$ cat src/rtl/fma16_seq.sv
// Sequencer for a shared half-precision FMA datapath: arbitrates two requesters,
// latches operands, steps the stage enables and holds the response until accepted.
module fma16_seq (
  input  logic        clk,
  input  logic        reset,
  input  logic [1:0]  req_valid,
  output logic [1:0]  req_ready,
  input  logic [15:0] req0_x,
  input  logic [15:0] req0_y,
  input  logic [15:0] req0_z,
  input  logic [15:0] req1_x,
  input  logic [15:0] req1_y,
  input  logic [15:0] req1_z,
  input  logic [4:0]  req0_ctrl,
  input  logic [4:0]  req1_ctrl,
  output logic [15:0] dp_x,
  output logic [15:0] dp_y,
  output logic [15:0] dp_z,
  output logic [4:0]  dp_ctrl,
  output logic        en_mul,
  output logic        en_align,
  output logic        en_norm,
  output logic        en_round,
  input  logic        dp_special,
  input  logic [15:0] dp_result,
  input  logic [3:0]  dp_flags,
  output logic        resp_valid,
  input  logic        resp_ready,
  output logic        resp_id,
  output logic [15:0] resp_result,
  output logic [3:0]  resp_flags,
  output logic        busy
);

  typedef enum logic [2:0] {IDLE, MUL, ALIGN, NORM, ROUND, RESP} state_t;

  state_t      state;
  state_t      next_state;
  logic        last_grant;
  logic        grant;
  logic        grant_id;
  logic [15:0] sel_x;
  logic [15:0] sel_y;
  logic [15:0] sel_z;
  logic [4:0]  sel_ctrl;

  // Round-robin: on a tie the requester that did not win last time goes next.
  always_comb begin
    grant = (state == IDLE) && (req_valid != 2'b00) && !reset;
    if (req_valid == 2'b11) grant_id = ~last_grant;
    else                    grant_id = req_valid[1];
    sel_x    = grant_id ? req1_x    : req0_x;
    sel_y    = grant_id ? req1_y    : req0_y;
    sel_z    = grant_id ? req1_z    : req0_z;
    sel_ctrl = grant_id ? req1_ctrl : req0_ctrl;
  end

  always_ff @(posedge clk or posedge reset) begin
    if (reset) state <= IDLE;
    else       state <= next_state;
  end

  // Special results (NaN/Inf/zero/exact-z) bypass alignment and normalisation.
  always_comb begin
    next_state = state;
    case (state)
      IDLE:    if (grant) next_state = MUL;
      MUL:     next_state = dp_special ? ROUND : ALIGN;
      ALIGN:   next_state = NORM;
      NORM:    next_state = ROUND;
      ROUND:   next_state = RESP;
      RESP:    if (resp_ready) next_state = IDLE;
      default: next_state = IDLE;
    endcase
  end

  always_comb begin
    req_ready  = 2'b00;
    en_mul     = 1'b0;
    en_align   = 1'b0;
    en_norm    = 1'b0;
    en_round   = 1'b0;
    resp_valid = 1'b0;
    busy       = (state != IDLE);
    if (grant) req_ready[grant_id] = 1'b1;
    case (state)
      MUL:     en_mul     = 1'b1;
      ALIGN:   en_align   = 1'b1;
      NORM:    en_norm    = 1'b1;
      ROUND:   en_round   = 1'b1;
      RESP:    resp_valid = 1'b1;
      default: ;
    endcase
  end

  // A plain multiply adds zero and a plain add multiplies by one, so the
  // datapath always performs a full fused multiply-add.
  always_ff @(posedge clk or posedge reset) begin
    if (reset) begin
      dp_x        <= 16'h0000;
      dp_y        <= 16'h0000;
      dp_z        <= 16'h0000;
      dp_ctrl     <= 5'b00000;
      resp_id     <= 1'b0;
      last_grant  <= 1'b1;
      resp_result <= 16'h0000;
      resp_flags  <= 4'h0;
    end else begin
      if (grant) begin
        dp_x       <= sel_x;
        dp_y       <= sel_ctrl[4] ? sel_y : 16'h3C00;
        dp_z       <= sel_ctrl[3] ? sel_z : 16'h0000;
        dp_ctrl    <= sel_ctrl;
        resp_id    <= grant_id;
        last_grant <= grant_id;
      end
      if (state == ROUND) begin
        resp_result <= dp_result;
        resp_flags  <= dp_flags;
      end
    end
  end

endmodule

$ cat config.mk
export PLATFORM = sky130hd
export DESIGN_NAME = fma16_seq
export DESIGN_NICKNAME = d
export VERILOG_FILES = /design/src/rtl/fma16_seq.sv
export SDC_FILE = /design/constraint.sdc
export NUM_CORES = 1
export LEC_CHECK = 0
export CAP_MARGIN = 10
export CORE_MARGIN = 2
export CORE_UTILIZATION = 34
export DETAILED_ROUTE_END_ITERATION = 8
export GPL_ROUTABILITY_DRIVEN = 0
export PLACE_DENSITY = 0.71
export SYNTH_ARGS = -nofsm -noshare
export SYNTH_HDL_FRONTEND = slang
export SYNTH_SLANG_ARGS = --single-unit
$ cat constraint.sdc
create_clock -name clk -period 3.4 [get_ports clk]
set_input_delay 0.68 -clock clk [delete_from_list [all_inputs] [get_ports clk]]
set_output_delay 0.68 -clock clk [all_outputs]
set_load 0.005 [all_outputs]
==> results by group <==
CTS
  • Clock latency at the later pin of the worst-skew pair: between 0.3 and 0.4 ns
  • Setup Fix Bufs, Post-CTS: 0
  • Number of hold buffers added after cts: 0
  • Clock Path Buffers: 2
  • Post-CTS sizing: 0
  • Number of CTS-inserted buffers: 9
  • CTS clk-pin slew, worst paths: roughly 0.060 ns
  • Clock root cell: clkbuf_16
  • CTS tree: done
  • CTS H-tree depth: 3
  • Clock sink count: a little under 80

STA
  • Minimum clock period: about 2.8 ns
  • RSZ-0062 raised after global routing: no
  • Worst setup margin: between 0.5 and 0.6 ns
  • Tcrit/Tclk final: between 80% and 90%
  • Worst Skew: around 0.0054 ns
  • Achievable Freq: between 300 and 400 MHz
  • Slew headroom: 38.1%
  • Max Transition Viols Final: 0
  • Setup TNS: 0 ns
  • Final Setup Violations: 0
  • Least-Margin Pin Slew: about 0.93 ns
  • Final Hold Viols: 0

Floorplan
  • Die width: roughly 110 µm
  • DIE AREA: 13000 µm²
  • Core ar.: roughly 12000 µm²
  • Row Count: 40
  • Die height: 114 µm
  • IO Pins: 214
  • Starting density of the core: between 30% and 40%

Power and ir drop
  • Final total power: 5.08 mW
  • Static Leak: 2.80 nW
  • PD cells: around 770 nW/µm²
  • Max VDD drop: about 0.46 mV

Detailed routing
  • Drt drc: 0
  • Post-Route WL: between 10000 and 15000 µm
  • Drt via density: between 4 and 5
  • DR pass1 iterations: 7
  • Post-DRT Antenna Nets: 0
  • Wirelength per Cell: 15.5 µm
  • Iter 0 DRT Violations: between 80 and 90
  • DR vias: 3184

Critical path
  • R2R cell count: 4
  • Crit path top cell by count: clkdlybuf4s50_1
  • R2R Setup Slk: between 1 and 1.5 ns
  • Reg-to-reg endpoint: dp_y[15]
  • Critical path's slowest cell: clkdlybuf4s50_1
  • CP delay by family, top: buffers and inverters
  • Slowest stage delay, CP: roughly 0.56 ns
  • Critical path buffers and inverters: 2
  • WP data arrival: roughly 2.2 ns
  • CP Cell Sequence: clkdlybuf4s50_1, o21bai_1, nor2_4, and2_1, clkdlybuf4s50_1
  • R2r startpoint: state[0]
  • Critical Path RT: 2.72 ns
  • Setup crit end kind: output port
  • Critical path peak fanout: 3
  • Worst setup SP type: input pin
  • Worst setup path class: in -> out

Synthesis
  • Mapped cell area: ~4100 µm²
  • Top-area cell type share of the netlist area: 46.9%
  • Syn avg cell area: 13.0 µm²
  • Cells after Synth: between 300 and 400
  • Post-synth EDFFs: 0
  • Distinct cells, synth: 26
  • Synth area leader: dfrtp_1
  • Top FF cell, synth: dfrtp_1
  • Yosys reg bits: 78
  • Synth area leaders: dfrtp_1 (47%), mux2_2 (16%), mux2_4 (14%)
  • Synth Warn #: 0
  • Sequential share of the synthesized area: 47.6%
  • Net Count, Synth: about 450
  • Fraction of registers with async set/reset: 100%

Global routing
  • Vias in the first global route: 3400
  • Initial antenna violation count: 0
  • Largest net degree at the start of global routing: between 50 and 60
  • Global route overflow: 0
  • Total GRT Usage: 16.0%
  • Global-route wire length before repair: ~17000 µm

Placed design
  • Hpwl dp: roughly 7500 µm
  • Pre-CTS setup slack: ~0.54 ns
  • Placed inst area: 6300 µm²
  • I/O Buffers: roughly 210

Cells and area
  • Most common cell after layout, fill and taps aside: clkdlybuf4s50_1
  • Layout Nets: approximately 650
  • Layout cells sized above 1: 23.2%
  • Diodes inserted: 0
  • Layout Cell Area excl Fill: 6600 µm²
  • Layout area overhead: 60.7%
  • Post-layout util: between 50% and 60%
  • Filler cell count: just over 1000
  • Commonest non-fill, non-tap cells in the layout: clkdlybuf4s50_1 (213), dfrtp_1 (77), mux2_2 (57), nand2_1 (57), mux2_4 (39)

Worst hold path
  • Hold Path Cell Cnt: 1
  • Min-Delay Path Class: reg -> reg
  • WHS Endpoint: dp_x[3]
  • Hold path startpoint: dp_x[3]

Run status
  • Status: completed

Flow run
  • Max Cap Viol: 0
==> synthesized netlist by cell type (2+ instances only) <==
cell type   n
buf_4       3
nor2b_1     8
nand2_1    57
and3b_1     2
mux2_2     57
dfrtp_1    77
mux2_4     39
nor2_1      2
nor3b_1     4
clkbuf_1    9
buf_2       5
mux2i_1    33
buf_12      5
o21ai_0     2
==> power breakdown <==
part | leakage (nW) | switching (mW) | internal (mW)
combinational | 1.71 | 0.719 | 1.70
clock | 0.142 | 0.362 | 0.588
sequential | 0.946 | 0.297 | 1.41
total | 2.80 | 1.38 | 3.70
==> area by class of cell <==
cell class	instances	area [µm²]	area share [%]
Clock buffer	11	243	3.68
Inverter	1	5.00	0.0759
Timing Repair Buffer	218	2180	33.1
Clock inverter	5	58.8	0.891
Multi-Input combinational cell	213	1970	29.9
Tap cell	147	184	2.79
Sequential cell	78	1950	29.6
==> cells by family after synthesis <==
group | count (synthesis) | share of synthesized area (%)
mux | 129 | 37.9
flops | 78 | 47.6
simple gates | 78 | 8.75
buf+inv | 24 | 4.78
compound gates | 6 | 0.945
==> worst max path at each step <==
stage	slack, ns	end	depth (start not counted)	from
after detailed placement	0.54	req_ready[1]	5	req_valid[0]
after floorplan	0.73	dp_ctrl[0]	1	reset
after CTS	0.54	req_ready[1]	5	req_valid[0]
after global placement	0.56	req_ready[1]	5	req_valid[0]
final	0.55	req_ready[1]	5	req_valid[0]
after global routing	0.48	req_ready[1]	5	req_valid[0]
==> per-stage QoR <==
stage	cells	hold slack, ns
finish	673	0.503
floorplan	315	0.505
detailed placement	657	0.492
global route	673	0.515
CTS	673	0.508
global placement	657	0.489
==> per-layer routing <==
layer  share of wire (%)  up-vias  GRT usage (%)
met5                   0        -              0
met4                 1.1        0           4.07
met3                 7.9       10           4.84
met2                  48      132           27.1
met1                  43     1542           20.0
li1                    -     1500              -
==> registers in the layout, summed over array words and instances, names as in the netlist <==
name,count
dp_ctrl,5
dp_x,16
dp_y,16
dp_z,16
last_grant,1
resp_flags,4
resp_id,1
resp_result,16
state,3
Note: power is estimated with default switching activity, not from simulation.
